## src/rtl/mod_engine_pkg.sv

```systemverilog
// Shared types and defaults for the sequential modulus engine.
package mod_pkg;

  typedef enum logic [1:0] {
    IDLE = 2'd0,
    STEP = 2'd1,
    DONE = 2'd2
  } state_t;

  localparam int DEF_WIDTH = 32;

endpackage

```

## src/rtl/mod_engine_if.sv

```systemverilog
// Request/response bundle between a requester and mod_engine.
// The quotient signal exists only when MOD_QUOTIENT_EN is defined.
interface mod_engine_if #(parameter int WIDTH = mod_pkg::DEF_WIDTH);

  logic             start;
  logic [WIDTH-1:0] a;
  logic [WIDTH-1:0] b;
  logic             busy;
  logic             done;
  logic             div_by_zero;
  logic [WIDTH-1:0] result;
`ifdef MOD_QUOTIENT_EN
  logic [WIDTH-1:0] quotient;
`endif

  modport master (
    output start, a, b,
`ifdef MOD_QUOTIENT_EN
    input  quotient,
`endif
    input  busy, done, div_by_zero, result
  );

  modport slave (
    input  start, a, b,
`ifdef MOD_QUOTIENT_EN
    output quotient,
`endif
    output busy, done, div_by_zero, result
  );

endinterface

```

## src/rtl/mod_engine_step.sv

```systemverilog
// One restoring shift-subtract step: shift in the next dividend bit, subtract if it fits.
module mod_step #(
  parameter int WIDTH = 32
) (
  input  logic [WIDTH-1:0] rem,
  input  logic             dvd_msb,
  input  logic [WIDTH-1:0] dsr,
  output logic [WIDTH-1:0] rem_nxt,
  output logic             qbit
);

  logic [WIDTH:0] t;
  logic [WIDTH:0] diff;

  assign t    = {rem, dvd_msb};
  assign diff = t - {1'b0, dsr};
  // rem < dsr on entry, so a clear borrow bit means t >= dsr and the difference fits WIDTH bits.
  assign qbit    = ~diff[WIDTH];
  assign rem_nxt = qbit ? diff[WIDTH-1:0] : t[WIDTH-1:0];

endmodule

```

## src/rtl/mod_engine.sv

```systemverilog
// Sequential unsigned a mod b, one quotient bit per cycle, with start/busy/done handshake.
// Define MOD_QUOTIENT_EN to also expose the quotient.
module mod_engine
  import mod_pkg::*;
#(
  parameter int WIDTH = DEF_WIDTH
) (
  input  logic         CLK,
  input  logic         reset,
  mod_engine_if.slave  bus
);

  localparam int               CNT_W    = $clog2(WIDTH);
  localparam logic [CNT_W-1:0] CNT_INIT = CNT_W'(WIDTH - 1);

  state_t           state;
  state_t           state_nxt;
  logic [CNT_W-1:0] cnt;
  logic [WIDTH-1:0] dvd;
  logic [WIDTH-1:0] dsr;
  logic [WIDTH-1:0] rem;
  logic [WIDTH-1:0] rem_nxt;
  logic [WIDTH-1:0] dvd_nxt;
  logic [WIDTH-1:0] result_q;
  logic             dz_q;
  logic             qbit;
  logic             accept;
  logic             last_step;

  assign accept    = (state == IDLE) && bus.start;
  assign last_step = (state == STEP) && (cnt == '0);
  assign dvd_nxt   = {dvd[WIDTH-2:0], qbit};

  mod_step #(.WIDTH(WIDTH)) u_step (
    .rem     (rem),
    .dvd_msb (dvd[WIDTH-1]),
    .dsr     (dsr),
    .rem_nxt (rem_nxt),
    .qbit    (qbit)
  );

  always_ff @(posedge CLK) begin
    if (reset) state <= IDLE;
    else       state <= state_nxt;
  end

  always_comb begin
    state_nxt = IDLE;
    case (state)
      IDLE:    state_nxt = bus.start ? ((bus.b == '0) ? DONE : STEP) : IDLE;
      STEP:    state_nxt = (cnt == '0) ? DONE : STEP;
      DONE:    state_nxt = IDLE;
      default: state_nxt = IDLE;
    endcase
  end

  always_comb begin
    bus.busy = (state == STEP);
    bus.done = (state == DONE);
  end

  // Working registers carry no reset: they are always loaded on accept before use.
  always_ff @(posedge CLK) begin
    if (accept) begin
      dvd <= bus.a;
      dsr <= bus.b;
      rem <= '0;
    end else if (state == STEP) begin
      dvd <= dvd_nxt;
      rem <= rem_nxt;
    end
  end

  always_ff @(posedge CLK) begin
    if (reset) begin
      cnt      <= '0;
      result_q <= '0;
      dz_q     <= 1'b0;
    end else if (accept) begin
      cnt  <= CNT_INIT;
      dz_q <= (bus.b == '0);
      if (bus.b == '0) result_q <= bus.a;
    end else if (state == STEP) begin
      cnt <= cnt - 1'b1;
      if (last_step) result_q <= rem_nxt;
    end
  end

  assign bus.result      = result_q;
  assign bus.div_by_zero = dz_q;

`ifdef MOD_QUOTIENT_EN
  logic [WIDTH-1:0] quot_q;

  always_ff @(posedge CLK) begin
    if (reset)                          quot_q <= '0;
    else if (accept && (bus.b == '0))   quot_q <= '1;
    else if (last_step)                 quot_q <= dvd_nxt;
  end

  assign bus.quotient = quot_q;
`endif

endmodule
```

## src/flat_wrapper.sv

```systemverilog
// flat-port wrapper written by rule: the top's interface ports become plain ports
module mod_engine_flat import mod_pkg::*;
#(
  parameter int WIDTH = DEF_WIDTH
)
  (CLK, reset, bus_start, bus_a, bus_b, bus_busy, bus_done, bus_div_by_zero, bus_result);
  mod_engine_if #(.WIDTH(WIDTH)) bus_i ();
  input  logic CLK;
  input  logic reset;
  input wire logic [$bits(bus_i.start)-1:0] bus_start;
  input wire logic [$bits(bus_i.a)-1:0] bus_a;
  input wire logic [$bits(bus_i.b)-1:0] bus_b;
  output wire logic [$bits(bus_i.busy)-1:0] bus_busy;
  output wire logic [$bits(bus_i.done)-1:0] bus_done;
  output wire logic [$bits(bus_i.div_by_zero)-1:0] bus_div_by_zero;
  output wire logic [$bits(bus_i.result)-1:0] bus_result;
  assign bus_i.start = bus_start;
  assign bus_i.a = bus_a;
  assign bus_i.b = bus_b;
  assign bus_busy = bus_i.busy;
  assign bus_done = bus_i.done;
  assign bus_div_by_zero = bus_i.div_by_zero;
  assign bus_result = bus_i.result;
  mod_engine #(.WIDTH(WIDTH)) u_core (.CLK(CLK), .reset(reset), .bus(bus_i));
endmodule
```

## config.mk

```make
export PLATFORM = sky130hd
export DESIGN_NAME = mod_engine_flat
export DESIGN_NICKNAME = d
export VERILOG_FILES = /design/src/rtl/mod_engine_pkg.sv /design/src/rtl/mod_engine_if.sv /design/src/rtl/mod_engine_step.sv /design/src/rtl/mod_engine.sv /design/src/flat_wrapper.sv
export SDC_FILE = /design/constraint.sdc
export NUM_CORES = 1
export LEC_CHECK = 0
export CAP_MARGIN = 15
export CELL_PAD_IN_SITES_DETAIL_PLACEMENT = 0
export CELL_PAD_IN_SITES_GLOBAL_PLACEMENT = 2
export CORE_MARGIN = 4
export CORE_UTILIZATION = 39
export CTS_BUF_LIST = sky130_fd_sc_hd__clkbuf_8
export CTS_CLUSTER_SIZE = 30
export DETAILED_ROUTE_END_ITERATION = 6
export PLACE_DENSITY_LB_ADDON = 0.05
export SYNTH_ARGS = -nofsm -noshare
export SYNTH_HDL_FRONTEND = slang
export SYNTH_HIERARCHICAL = 1
export SYNTH_SLANG_ARGS = --single-unit
```

## constraint.sdc

```tcl
create_clock -name CLK -period 5.03 [get_ports CLK]
set_input_delay 0.503 -clock CLK [delete_from_list [all_inputs] [get_ports CLK]]
set_output_delay 0.503 -clock CLK [all_outputs]
set_load 0.05 [all_outputs]
```

* Word-level counts from Yosys, hierarchy flattened
Cells that the tools add are included.
** Storage, ports and cells
- Output and inout port bits :: 35
- Logic and storage cells :: 34
- Register bits :: 136
- Input bits :: 67
** Operators by class
- Equality and inequality tests :: 3
- Bitwise logic cells :: 1
- Muxes and demuxes :: 13
- Add/subtract/negate cells :: 2
- Reductions and logical operators :: 8
** Operators by type and width (count)
- 32-bit two-way mux :: 7
- 33-bit by 32-bit subtractor with 33-bit output :: 1
- 32-bit zero test :: 1
- 5-bit two-way mux :: 2
- 2-bit two-way mux :: 3
- 5-bit zero test :: 1
- 5-bit by 1-bit subtractor with 5-bit output, second input constant :: 1
- 2-bit one-hot mux with 2 select lines :: 1
- 2-bit nonzero test :: 2
- 3-bit AND reduction :: 1
- 2-bit by 1-bit == test with 1-bit output, second input constant :: 1
- 2-bit == test, second input constant :: 1
- 1-bit logical AND :: 2
- 2-bit zero test :: 1
- 2-bit != test, second input constant :: 1
- 1-bit inverter :: 1

* Longest topological paths before layout
Gate-level depths: netlist of run 1.
- Depth in word-level cells :: 5
- Mapped depth :: 17
- Mapped depth without buffers :: 15

* Modules after synthesis
The synthesis of run 1 kept the hierarchy.
** Modules (own cells, without submodules)
- mod_engine :: sequential area each 3363.2 um^2, times used 1, area an instance 5435.2 um^2, cells an instance 475
- mod_step :: sequential area each 0.0 um^2, times used 1, area an instance 2358.5 um^2, cells an instance 305

* Worst setup path after synthesis of run 1
OpenSTA, ideal clock, no wires.
- Path kind :: register -> register
- Start :: register u_core.dsr[0]
- End :: register u_core.result_q[10] (netlist: u_core/bus.result[10])
- Arrival time :: 3295 ps
- Path slack :: 1603 ps
- Stages on the path, launching flop included :: 17
- Cells stage by stage :: edfxtp_1 > ha_1 > fa_1 > and2b_2 > o2111ai_2 > a21oi_2 > o2111ai_1 > a211oi_2 > nor2_4 > mux2i_4 > and2_4 > buf_12 > inv_8 > buf_12 > mux2_4 > o21bai_1 > a211oi_2
** On the way
- Longest elaborated chain between the ends :: 5
** RTL lines
- start: declaration :: line mod_engine.sv:20 : logic [WIDTH-1:0] dsr;
- start signal: assignment :: line mod_engine.sv:66 : dsr <= bus.b;
- 33-bit by 32-bit subtractor with 33-bit output :: line mod_engine_step.sv:16 : assign diff = t - {1'b0, dsr};
- 32-bit two-way mux :: line mod_engine_step.sv:19 : assign rem_nxt = qbit ? diff[WIDTH-1:0] : t[WIDTH-1:0];
- net u_core.rem_nxt[10] :: line mod_engine.sv:22 : logic [WIDTH-1:0] rem_nxt;
- 32-bit two-way mux :: line mod_engine.sv:85 : if (last_step) result_q <= rem_nxt;
- 32-bit two-way mux :: line mod_engine.sv:83 : end else if (state == STEP) begin
- 32-bit two-way mux :: line mod_engine.sv:79 : end else if (accept) begin
- end signal: assignment :: line mod_engine.sv:82 : if (bus.b == '0) result_q <= bus.a;
- end signal: assignment :: line mod_engine.sv:85
- end: declaration :: line mod_engine.sv:24 : logic [WIDTH-1:0] result_q;
The timed path passes the listed nets, and every way through them passes these cells. The select of a mux whose other input is x is not followed.
A chain may end at the register's enable or synchronous reset.

* Worst setup path after layout of run 1
- Start :: register u_core.dsr[0]
- End :: register u_core.result_q[13] (netlist: u_core/bus.result[13])
Same word-level chain as after synthesis.

==> run summary, run 1 <==
Synth top cells by count = nand2_1, dfxtp_1, edfxtp_1
Core area = 19600 sq um
Synthesized area per cell = 9.99 sq um
Routed length per instance = 19.7 microns
Worst r2r path cells = 14
Post-synthesis compound-gate area fraction = 20.8%
Largest net degree at the start of global routing = 47
WP data required = 5.33 ns
Worst-Margin Slew = 0.840 ns
Worst r2r src = u_core/dsr[0]
Clock Latency Late Sink = 0.44 ns
Synthesized flop and latch total = 136
Setup Crit Path Kind = reg -> reg
Synth cell types = 71
Critical path's most frequent cell = a211oi_2
Hold Crit Depth = 2
Nets = 962
Placed wire-length estimate = 16.5 mm
Setup TNS Final = 0 ns
Largest delay contributor family on the critical path = compound AO/OA/AOI/OAI gates
RSZ-0062 raised after global routing = no
Diodes inserted = 0
HP Class = reg -> reg
Initial core utilization = 39.8%
Largest cells by area after synthesis = edfxtp_1, dfxtp_1, nand2_1, ha_1, a211oi_2
Setup crit start = u_core/dsr[0]
Setup Skew = 0.0124 ns
Critical Path Fanout Max = 24
P per Cell Area = 297 nW/um^2
Slew margin rel. = 43.8%
Max Cap Viol = 0
Final cell count without fillers = 1139
Row count = 51
Pre-antenna DRT Iters = 5
CTS resizes = 0
DR DRC count = 0
Adder-cell share of the synthesized area = 5.55%
WHS = 0.488 ns
CTS tree = done
Share of the synthesized area in the top cell type = 24.7%
Post-synth EDFFs = 64
Routed Antenna Nets = 0
CTS sink cnt = 136
Htree depth = 4
Ys async rst share = 0%
Top-count cell post-synth = nand2_1
Crit path largest cell delay = 0.40 ns
Simple-gate share of the synthesized area = 16.5%
Mux share of post-synthesis cell area = 4.66%
Reg clk slew, reported paths = 0.09 ns
Yosys Warn Count = 6
Number of buffers added to fix hold violations after cts = 0
Final wirelength = 22.5 mm
DRT iter0 DRCs = 494
Antenna violations before repair = 0
Vias in the first global route = 6241
CTS Buf Count = 17
Area growth from synthesis to layout = 19.4%
Cell taking the most area after synthesis = edfxtp_1
Hold_sp = u_core/bus.div_by_zero
Synth Instances = 780
Largest family of logic cells by synthesized area = compound AO/OA/AOI/OAI gates
Worst setup SP type = register
DR vias = 6133
Slowest CP cell = fa_1
Placed Cells = 1107
Max clock buf depth = 2
Crit end category = register
Min cycle time layout = 3.74 ns
GPL Wtd Cong = 0.817
Pleak = 3.70 nW
Status = complete, no violations
Number of buffers added on ports = 101
Setup Fix Bufs, Post-CTS = 0
Hold Vio Cnt, Final = 0
Overflow left after global routing = 0
Critical Path AT = 4.04 ns
Post-Synth XOR/XNOR Area = 3.15%
Die area = 22300 sq um
Final setup fails = 0
Slew Viols, Final = 0
Crit path depth = 14
Post-Syn Area = 7790 sq um
Fmax = 0.267 GHz
IO Pins = 102
Via density = 5.38
WP buf/inv = 1
Share of layout cells above drive strength 1 = 13.2%
Worst IR drop on VDD = 157 uV
CTS root buffer = clkbuf_8
Global-route wire length before repair = 35.3 mm
Main synth FF type = dfxtp_1
Vert. Die Dim = 149 microns
Fin crit share = 74.4%
Synth Net Count = 881
Die W = 149 microns
GRT Resource Usage Total = 20.6%
Post-synthesis sequential area ratio = 43.2%
Worst-path cell chain = ha_1, fa_1, and2b_2, o2111ai_2, a21oi_2, o2111ai_1, a211oi_2, nor2_4, mux2i_4, and2_4, inv_8, mux2_4, o21bai_1, a211oi_2
-- power breakdown --
group          total, mW  internal (mW)  switching [mW]
registers           1.30           1.27          0.0376
clock network      0.978          0.509           0.469
logic              0.483          0.183           0.300
-- registers in the layout, summed over array words and instances, names as in the netlist --
signal	cells
u_core/bus.div_by_zero	1
u_core/bus.result	32
u_core/cnt	5
u_core/dsr	32
u_core/dvd	32
u_core/rem	32
u_core/state	2
-- final timing paths --
path | to | slack, ns
worst max-delay path | u_core/bus.result[13] | 1.29
worst min-delay path | u_core/bus.div_by_zero | 0.49
worst min register to register | u_core/bus.div_by_zero | 0.49
worst max register to register | u_core/bus.result[13] | 1.29
-- worst register-to-register path: cells and delay by family, from the launching register on --
family / cells / cell delay (ns)
DFF: 1 / 0.38
muxes: 2 / 0.70
and+or+nand+nor: 3 / 0.66
adders and majority gates: 2 / 0.64
AOI/OAI and AO/OA: 6 / 1.11
buffers and inverters: 1 / 0.12
-- metal layers --
layer  global-route usage (%)  vias up  routed length (microns)
met3                     4.10       31                      822
li1                         -     3023                        -
met4                     7.00        0                      641
met2                     35.0      141                    11000
met5                        0        -                        0
met1                     26.1     2938                    10000
-- cell usage in the layout, fill, tap and decap left out, types with 4 or more instances in the layout --
master / n
xnor2_1: 14
clkbuf_8: 18
edfxtp_1: 64
nand4_1: 6
a21oi_1: 28
or3_1: 4
a211oi_1: 8
a21o_1: 17
nor3_1: 6
o2111ai_1: 4
o21a_1: 7
nor2_1: 46
nand2_1: 117
mux2_4: 19
nor4_2: 4
ha_1: 33
a31oi_1: 7
o21bai_1: 36
nor4_1: 38
nand3_1: 16
o21ai_0: 18
a211oi_2: 29
inv_1: 37
buf_4: 9
clkdlybuf4s50_1: 101
mux2_2: 4
dfxtp_1: 72
a22o_1: 32
and3_1: 4
xor2_1: 14
-- cells by family (layout without fill, tap and decap cells) --
logic type	count (synthesis)	count (layout)
compound gates	204	204
xor+xnor	28	28
fa+ha+maj	34	34
buf+inv	88	182
flops	136	136
mux	25	25
simple gates	265	265
-- final cells by class --
type                            count  area (sq um)
Timing Repair Buffer              110          1080
Inverter                           40           158
Clock buffer                       18           248
Multi-Input combinational cell    556          3950
Sequential cell                   136          3360
Fill cell                        1892         10300
Tap cell                          265           332
Clock inverter                     14           174
-- stage by stage --
step / util, % / total power, mW / cell area (sq um) / setup slack [ns]
6_report: 47.5 / 2.76 / 9310 / 1.29
5_1_grt: 47.5 / 2.91 / 9310 / 1.05
4_1_cts: 47.5 / 2.80 / 9310 / 1.28
3_5_place_dp: 45.3 / 1.81 / 8880 / 1.31
3_3_place_gp: 45.3 / 1.81 / 8880 / 1.46
2_1_floorplan: - / 1.63 / 7790 / 1.60
No activity file was read; power rests on OpenSTA's default activity.
==> inputs of run 2 (changes only) <==
--- a/config.mk
+++ b/config.mk
@@ -9,7 +9,7 @@
 export CELL_PAD_IN_SITES_DETAIL_PLACEMENT = 0
 export CELL_PAD_IN_SITES_GLOBAL_PLACEMENT = 2
 export CORE_MARGIN = 4
-export CORE_UTILIZATION = 39
+export CORE_UTILIZATION = 37
 export CTS_BUF_LIST = sky130_fd_sc_hd__clkbuf_8
 export CTS_CLUSTER_SIZE = 30
 export DETAILED_ROUTE_END_ITERATION = 6
==> constraint.sdc (replaced) <==
create_clock -name CLK -period 3.9 [get_ports CLK]
set_input_delay 0.39 -clock CLK [delete_from_list [all_inputs] [get_ports CLK]]
set_output_delay 0.39 -clock CLK [all_outputs]
set_load 0.05 [all_outputs]
==> run summary, run 2 (synthesized netlist as in run 1, its figures left out) <==
Setup Crit Path Kind = reg -> reg
Fin crit share = 95.4% (+21 points)
GRT Resource Usage Total = 19.5% (-1.0 points)
CTS sink cnt = 136 (unchanged)
Share of layout cells above drive strength 1 = 13.8% (+0.59 points)
DRT iter0 DRCs = 338 (-32%)
Nets = 968 (+0.62%)
P per Cell Area = 372 nW/um^2 (+25%)
GPL Wtd Cong = 0.818 (about the same)
Setup Skew = 0.0122 ns (-0.000259 ns)
HP Class = reg -> reg
Fmax = 0.269 GHz (+0.55%)
Worst-Margin Slew = 0.984 ns (+0.145 ns)
Final Util = 45.5% (-2.0 points)
Worst IR drop on VDD = 190 uV (+21%)
Slew Viols, Final = 0 (unchanged)
Vert. Die Dim = 153 microns (+2.5%)
Row count = 52 (+2.0%)
WP data required = 4.21 ns (-1.12 ns)
Initial core utilization = 38.0% (-1.8 points)
Routed length per instance = 20.0 microns (+1.4%)
Via density = 5.34 (-0.88%)
Htree depth = 4 (unchanged)
Clock Latency Late Sink = 0.45 ns (about the same)
Hold Vio Cnt, Final = 0 (unchanged)
Crit end category = register
Crit path largest cell delay = 0.41 ns (about the same)
CTS root buffer = clkbuf_8
Diodes inserted = 0 (unchanged)
Status = complete, no violations
Reg clk slew, reported paths = 0.08 ns (about the same)
IO Pins = 102 (unchanged)
Min cycle time layout = 3.72 ns (-0.0206 ns)
Pleak = 3.72 nW (+0.31%)
Critical Path Fanout Max = 24 (unchanged)
Core area = 20500 sq um (+4.6%)
Pre-antenna DRT Iters = 4 (-1)
Final Cell Area = 9320 sq um (+0.12%)
Worst setup SP type = register
DR DRC count = 0 (unchanged)
Slew margin rel. = 34.4% (-9.4 points)
WHS = 0.464 ns (-0.0248 ns)
Largest net degree at the start of global routing = 70 (+49%)
Overall power = 3.46 mW (+25%)
RSZ-0062 raised after global routing = yes
CTS Buf Count = 17 (unchanged)
Final wirelength = 23.0 mm (+2.4%)
Overflow left after global routing = 0 (unchanged)
Most frequent cells in the layout = nand2_1, clkdlybuf4s50_1, dfxtp_1
Most common cell after layout, fill and taps aside = nand2_1
Placed wire-length estimate = 16.9 mm (+2.2%)
Max clock buf depth = 2 (unchanged)
Die W = 153 microns (+2.5%)
Final setup fails = 0 (unchanged)
Worst-path cell chain = ha_1, fa_1, and2b_2, o2111ai_2, a21oi_2, o2111ai_1, a211oi_2, nor2_4, mux2i_4, and2_4, inv_8, mux2_2, o21bai_1, a211oi_2
WP buf/inv = 1 (unchanged)
Die area = 23500 sq um (+5.1%)
Setup TNS Final = 0 ns (unchanged)
Number of buffers added on ports = 101 (unchanged)
Critical Path AT = 4.03 ns (about the same)
Routed Antenna Nets = 0 (unchanged)
CTS tree = done
Max Cap Viol = 0 (unchanged)
Vias in the first global route = 6157 (-1.3%)
Global-route wire length before repair = 35.9 mm (+1.8%)
Cell Area, Placed = 8920 sq um (+0.41%)
DR vias = 6138 (+0.082%)
Critical path's most frequent cell = a211oi_2
Number of buffers added to fix hold violations after cts = 0 (unchanged)
Largest delay contributor family on the critical path = compound AO/OA/AOI/OAI gates
Area growth from synthesis to layout = 19.5%
Slowest CP cell = fa_1
Antenna violations before repair = 0 (unchanged)
[run 2: changes by cell type in the layout (fill, tap and decap cells not counted), sizes merged]
cell / delta
buf: +6
bufinv: -2
clkbuf: +1
clkinv: +2
clkinvlp: -1
[run 2: layer usage]
layer  GRT usage, %  part of all wire (%)  vias up
met5              0                     0        -
met4           5.18                   1.4        0
met3           3.17                   3.1       17
met2           34.4                    50       97
met1           24.9                    45     2970
li1               -                     -     3054
[run 2: power by group]
part | switching (mW) | total (mW) | internal (mW)
logic | 0.392 | 0.630 | 0.238
registers | 0.0478 | 1.68 | 1.63
clock network | 0.607 | 1.15 | 0.545
[run 2: layout make-up]
type / count / area (sq um)
timing repair buffer: 116 / 1120
tap: 270 / 338
fill: 2008 / 11200
clock inverter: 13 / 120
inverter: 40 / 158
multi-input combinational: 556 / 3950
sequential: 136 / 3360
clock buffer: 19 / 262
[run 2: timing repair]
item / CTS / global route
hold endpoints to repair: 0 / 0
endpoints found under the setup margin: 0 / 47
gates resized for setup: 0 / 0
buffers inserted: 0 / 2
[run 2: through the flow]
step                      setup slack (ns)  cells
final                                0.180   1150
after global routing               -0.0102   1150
after CTS                            0.148   1148
after detailed placement             0.201   1116
after global placement               0.310   1116
after floorplan                      0.473    780
[run 2: worst paths after layout]
kind                            cells after the start                      to                   start  slack (ns)
worst min-delay path                                2  u_core/bus.div_by_zero  u_core/bus.div_by_zero        0.46
worst max-delay path                               14    u_core/bus.result[7]           u_core/dsr[0]        0.18
worst min register to register                      2  u_core/bus.div_by_zero  u_core/bus.div_by_zero        0.46
worst max register to register                     14    u_core/bus.result[7]           u_core/dsr[0]        0.18
[run 2: worst register-to-register path: cells and delay by family, from the launching register on]
family | cells | cell delay [ns]
mux | 2 | 0.63
fa+ha+maj | 2 | 0.65
flops | 1 | 0.39
compound gates | 6 | 1.13
simple gates | 3 | 0.59
buf+inv | 1 | 0.22
==> inputs of run 3 (changes only) <==
--- a/config.mk
+++ b/config.mk
@@ -5,7 +5,6 @@
 export SDC_FILE = /design/constraint.sdc
 export NUM_CORES = 1
 export LEC_CHECK = 0
-export CAP_MARGIN = 15
 export CELL_PAD_IN_SITES_DETAIL_PLACEMENT = 0
 export CELL_PAD_IN_SITES_GLOBAL_PLACEMENT = 2
 export CORE_MARGIN = 4
@@ -14,6 +13,8 @@
 export CTS_CLUSTER_SIZE = 30
 export DETAILED_ROUTE_END_ITERATION = 6
 export PLACE_DENSITY_LB_ADDON = 0.05
+export RECOVER_POWER = 50
+export SLEW_MARGIN = 25
 export SYNTH_ARGS = -nofsm -noshare
 export SYNTH_HDL_FRONTEND = slang
 export SYNTH_HIERARCHICAL = 1
==> run summary, run 3 (synthesized netlist as in run 1, its figures left out) <==
Die W = 153 microns (unchanged)
Overall power = 3.45 mW (-0.33%)
Number of buffers added on ports = 101 (unchanged)
Overflow left after global routing = 0 (unchanged)
Filler cell count = 2008 (unchanged)
CTS resizes = 0 (unchanged)
RSZ-0062 raised after global routing = yes
Hold Vio Cnt, Final = 0 (unchanged)
Status = complete, but fails checks
Initial core utilization = 38.0% (unchanged)
Pre-antenna DRT Iters = 5 (+1)
HP Class = reg -> reg
IO Pins = 102 (unchanged)
DR DRC count = 0 (unchanged)
Pleak = 3.77 nW (+1.5%)
Worst-Margin Slew = 1.91 ns (+0.924 ns)
Critical path's most frequent cell = a211oi_2
Slew Viols, Final = 120 (+120)
Max clock buf depth = 2 (unchanged)
Critical Path Fanout Max = 24 (unchanged)
Reg clk slew, reported paths = 0.08 ns (about the same)
Crit end category = register
Final setup fails = 0 (unchanged)
Vias in the first global route = 6157 (unchanged)
CTS root buffer = clkbuf_8
Worst IR drop on VDD = 189 uV (-0.75%)
WP data required = 4.21 ns (about the same)
Largest net degree at the start of global routing = 70 (unchanged)
Final cell count without fillers = 1150 (unchanged)
Nets = 968 (unchanged)
Slew margin rel. = -27.2% (-62 points)
Max Cap Viol = 3 (+3)
Share of layout cells above drive strength 1 = 13.2% (-0.57 points)
Min cycle time layout = 3.70 ns (-0.0226 ns)
Clock Latency Late Sink = 0.44 ns (about the same)
Routed length per instance = 20.0 microns (-0.11%)
Setup Skew = 0.0110 ns (-0.00119 ns)
WP buf/inv = 1 (unchanged)
Placed Cells = 1116 (unchanged)
Failing checks = capacitance limit, slew limit
Diodes inserted = 0 (unchanged)
Vert. Die Dim = 153 microns (unchanged)
P per Cell Area = 371 nW/um^2 (-0.21%)
Area growth from synthesis to layout = 19.4%
CTS sink cnt = 136 (unchanged)
GRT Resource Usage Total = 19.5% (unchanged)
Worst-path cell chain = ha_1, fa_1, and2b_2, o2111ai_2, a21oi_2, o2111ai_1, a211oi_2, nor2_4, mux2i_4, and2_4, inv_8, mux2_2, o21bai_1, a211oi_2
Slowest CP cell = fa_1
Fin crit share = 94.8% (-0.58 points)
Final wirelength = 23.0 mm (-0.11%)
Setup Crit Path Kind = reg -> reg
Setup TNS Final = 0 ns (unchanged)
Worst setup SP type = register
DRT iter0 DRCs = 305 (-9.8%)
Most frequent cells in the layout = nand2_1, dfxtp_1, edfxtp_1
GPL Wtd Cong = 0.818 (unchanged)
Core area = 20500 sq um (unchanged)
Via density = 5.31 (-0.46%)
Routed Antenna Nets = 0 (unchanged)
Die area = 23500 sq um (unchanged)
CTS Buf Count = 17 (unchanged)
Row count = 52 (unchanged)
Critical Path AT = 4.01 ns (-0.02 ns)
Placed wire-length estimate = 16.9 mm (unchanged)
Crit path largest cell delay = 0.41 ns (about the same)
Antenna violations before repair = 0 (unchanged)
CTS tree = done
DR vias = 6110 (-0.46%)
Htree depth = 4 (unchanged)
Global-route wire length before repair = 35.9 mm (unchanged)
Fmax = 0.270 GHz (+0.61%)
Most common cell after layout, fill and taps aside = nand2_1
Largest delay contributor family on the critical path = compound AO/OA/AOI/OAI gates
[run 3: changes by cell type in the layout (fill, tap and decap cells not counted)]
cell             previous run  this run
clkbuf_1                    0         3
clkdlybuf4s50_1           101        52
inv_1                      36        38
buf_4                      15        12
dlygate4sd3_1               0        49
inv_2                       3         1
[run 3: layout make-up]
type / instances / area, sq um / area share, %
multi-input cells: 556 / 3950 / 42.5
well taps: 270 / 338 / 3.63
inverters: 40 / 158 / 1.69
clock buffers: 19 / 262 / 2.81
flip-flops and latches: 136 / 3360 / 36.1
clock inverters: 13 / 120 / 1.29
repair buffers: 116 / 1110 / 12.0
[run 3: layer usage]
layer	vias up	track usage, %	wire [microns]
li1	3047	-	-
met1	2945	24.9	10400
met2	101	34.4	11600
met3	17	3.17	633
met4	0	5.18	332
met5	-	0	0
[run 3: worst min-delay path, cell delays in order, from the launching register on]
cell and delay (ns):
dfxtp_1 0.32, nand2_1 0.05, a21oi_1 0.05
[run 3: timing repair]
action | in CTS | in global routing
hold buffers | 0 | 0
endpoints found under the hold margin | 0 | 0
setup buffers | 0 | 2
setup endpoints to repair | 0 | 47
[run 3: per-stage QoR]
step           hold WS (ns)  util (%)  instance area [sq um]  setup WS (ns)
2_1_floorplan         0.444         -                   7790          0.473
3_3_place_gp          0.445      43.5                   8920          0.310
3_5_place_dp          0.449      43.5                   8920          0.201
4_1_cts               0.465      45.4                   9300          0.148
5_1_grt               0.501      45.4                   9310        -0.0102
6_report              0.460      45.4                   9310          0.203
[run 3: worst paths after layout]
check,startpoint,end,slack [ns],depth (start not counted)
worst max-delay path,u_core/dsr[0],u_core/bus.result[7],0.20,14
worst min-delay path,u_core/bus.div_by_zero,u_core/bus.div_by_zero,0.46,2
worst max register to register,u_core/dsr[0],u_core/bus.result[7],0.20,14
worst min register to register,u_core/bus.div_by_zero,u_core/bus.div_by_zero,0.46,2
[run 3: power breakdown]
group,internal (mW),switching (mW),leakage [nW]
sequential,1.63,0.0476,1.22
combinational,0.226,0.391,2.36
clock,0.546,0.608,0.196
==> RTL edit, RTL diff (settings of run 3) <==
`DEF_WIDTH`: 32 -> 64.
--- a/src/rtl/mod_engine_pkg.sv
+++ b/src/rtl/mod_engine_pkg.sv
@@ -9,3 +9,3 @@
 
-  localparam int DEF_WIDTH = 32;
+  localparam int DEF_WIDTH = 64;
 
Interface: changed (resized bus_a, bus_b and bus_result); port bits go from 102 to 198. No check against the original RTL was run, so the function may have changed too.
==> RTL edit against run 3 <==
- the flow still finishes with violations (max-capacitance violations, max-slew violations)
- power rose by 120%
- sequential cell count rose by 129
- setup slack got worse by 0.16 ns
- wire length rose by 140%
- maximum frequency fell by 4.0%
- area after synthesis rose by 110%
- design area rose by 120%
- largest power group unchanged
- highest routed layer unchanged
==> RTL edit: results (changes against run 3) <==
<table>
<tr><th>Metric</th><th>Value</th></tr>
<tr><th colspan="2">Cells and area</th></tr>
<tr><td>Layout cell share with drive strength beyond 1</td><td>0.1820 (+0.05022)</td></tr>
<tr><td>Final net count</td><td>2196 (+130%)</td></tr>
<tr><th colspan="2">Synthesis</th></tr>
<tr><td>Xor/xnor cell area share of the yosys netlist</td><td>0.03468 (+0.003212)</td></tr>
<tr><td>Most frequent cells after synthesis</td><td>nand2_1, dfxtp_1, edfxtp_1</td></tr>
<tr><td>Count of flip-flops with a built-in enable after synthesis</td><td>128 (+100%)</td></tr>
<tr><th colspan="2">Critical path</th></tr>
<tr><td>WP data arrival</td><td>4.35 ns (+0.34 ns)</td></tr>
<tr><td>Max Fanout on Critical Path</td><td>9 (-63%)</td></tr>
<tr><td>Flop-to-flop setup slack</td><td>0.05 ns (-0.16 ns)</td></tr>
<tr><td>Cell with the largest stage delay on the worst path</td><td>ha_1</td></tr>
<tr><td>Number of cells on the worst reg-to-reg path</td><td>18 (+4)</td></tr>
<tr><th colspan="2">Status</th></tr>
<tr><td>Failing checks</td><td>max-capacitance violations, max-slew violations</td></tr>
<tr><td>Result of the run</td><td>finished with violations</td></tr>
<tr><th colspan="2">Hold path</th></tr>
<tr><td>Type of the tightest min-delay check</td><td>input pin to flip-flop</td></tr>
<tr><td>Hold wc startpoint</td><td>bus_b[13]</td></tr>
<tr><td>Worst Hold End</td><td>u_core/dsr[13]</td></tr>
<tr><th colspan="2">Global routing</th></tr>
<tr><td>Largest net degree at the start of global routing</td><td>105 (+50%)</td></tr>
<tr><td>Global router's overall resource usage</td><td>0.2280 (+0.03251)</td></tr>
<tr><th colspan="2">Place</th></tr>
<tr><td>Input/output buffers</td><td>197 (+95%)</td></tr>
<tr><td>Dpl cells</td><td>2515 (+130%)</td></tr>
<tr><td>Placed cell area</td><td>19510 um^2 (+120%)</td></tr>
<tr><th colspan="2">Timing</th></tr>
<tr><td>Max-slew violation total from the final report</td><td>161 (+34%)</td></tr>
<tr><th colspan="2">CTS</th></tr>
<tr><td>Buffer count from post-CTS setup fixing</td><td>4 (+4)</td></tr>
<tr><td>Htree depth</td><td>2 (-2)</td></tr>
<tr><td>Number of buffers added by the clock tree synthesis step</td><td>48 (+31)</td></tr>
<tr><th colspan="2">Routing</th></tr>
<tr><td>Routed length per instance</td><td>21.26 um (+6.3%)</td></tr>
<tr><td>Post-DR vias/cell</td><td>5.382 (+1.3%)</td></tr>
<tr><th colspan="2">Job</th></tr>
<tr><td>Reported max-cap violation count</td><td>2 (-1)</td></tr>
<tr><th colspan="2">Power and ir drop</th></tr>
<tr><td>P_int</td><td>5.253 mW (+120%)</td></tr>
</table>
## RTL edit: changes by cell type after synthesis, moves of 32 or more
cell,change
o311a_1,+62
ha_1,+33
and2_4,+39
a211o_1,+65
edfxtp_1,+64
a21oi_1,+62
nand2_1,+137
mux2_4,+40
inv_1,+54
a31oi_1,+68
a22o_1,+32
nor2_1,+52
dfxtp_1,+65
clkbuf_1,+75
## RTL edit: cells by family (layout without fill, tap and decap cells)
logic type               Yosys count  in the layout
multiplexers                      65             65
flip-flops                       265            265
adder cells (fa/ha/maj)           67             67
AO/OA/AOI/OAI                    502            502
XOR/XNOR                          64             64
AND/OR/NAND/NOR                  534            534
buffers and inverters            223            541
## RTL edit: routing by layer
layer | up-vias | track usage | part of all wire
li1 | 6916 | - | -
met1 | 6838 | 0.3151 | 0.47
met2 | 295 | 0.3784 | 0.47
met3 | 69 | 0.03128 | 0.039
met4 | 0 | 0.05872 | 0.019
met5 | - | 0 | 0
## RTL edit: cell type report
type                    count  area share
repair buffers            360      0.1628
well taps                 585     0.03524
flip-flops and latches    265      0.3171
multi-input cells        1232      0.4211
clock inverters            28    0.005783
clock buffers              62     0.04109
inverters                  91     0.01681
## RTL edit: metrics by stage
| step | hold WS, ns | power, mW | setup WS (ns) | setup TNS, ns | util |
|---|---|---|---|---|---|
| floorplan | 0.4606 | 4.321 | 0.2191 | 0 | - |
| global placement | 0.4481 | 4.943 | -0.04917 | -0.04917 | 0.4519 |
| detailed placement | 0.4539 | 4.949 | -0.1159 | -3.560 | 0.4519 |
| CTS | 0.2828 | 7.682 | 0.001078 | 0 | 0.4759 |
| global route | 0.3913 | 7.931 | -0.1492 | -6.605 | 0.4811 |
| finish | 0.4158 | 7.554 | 0.04674 | 0 | 0.4811 |
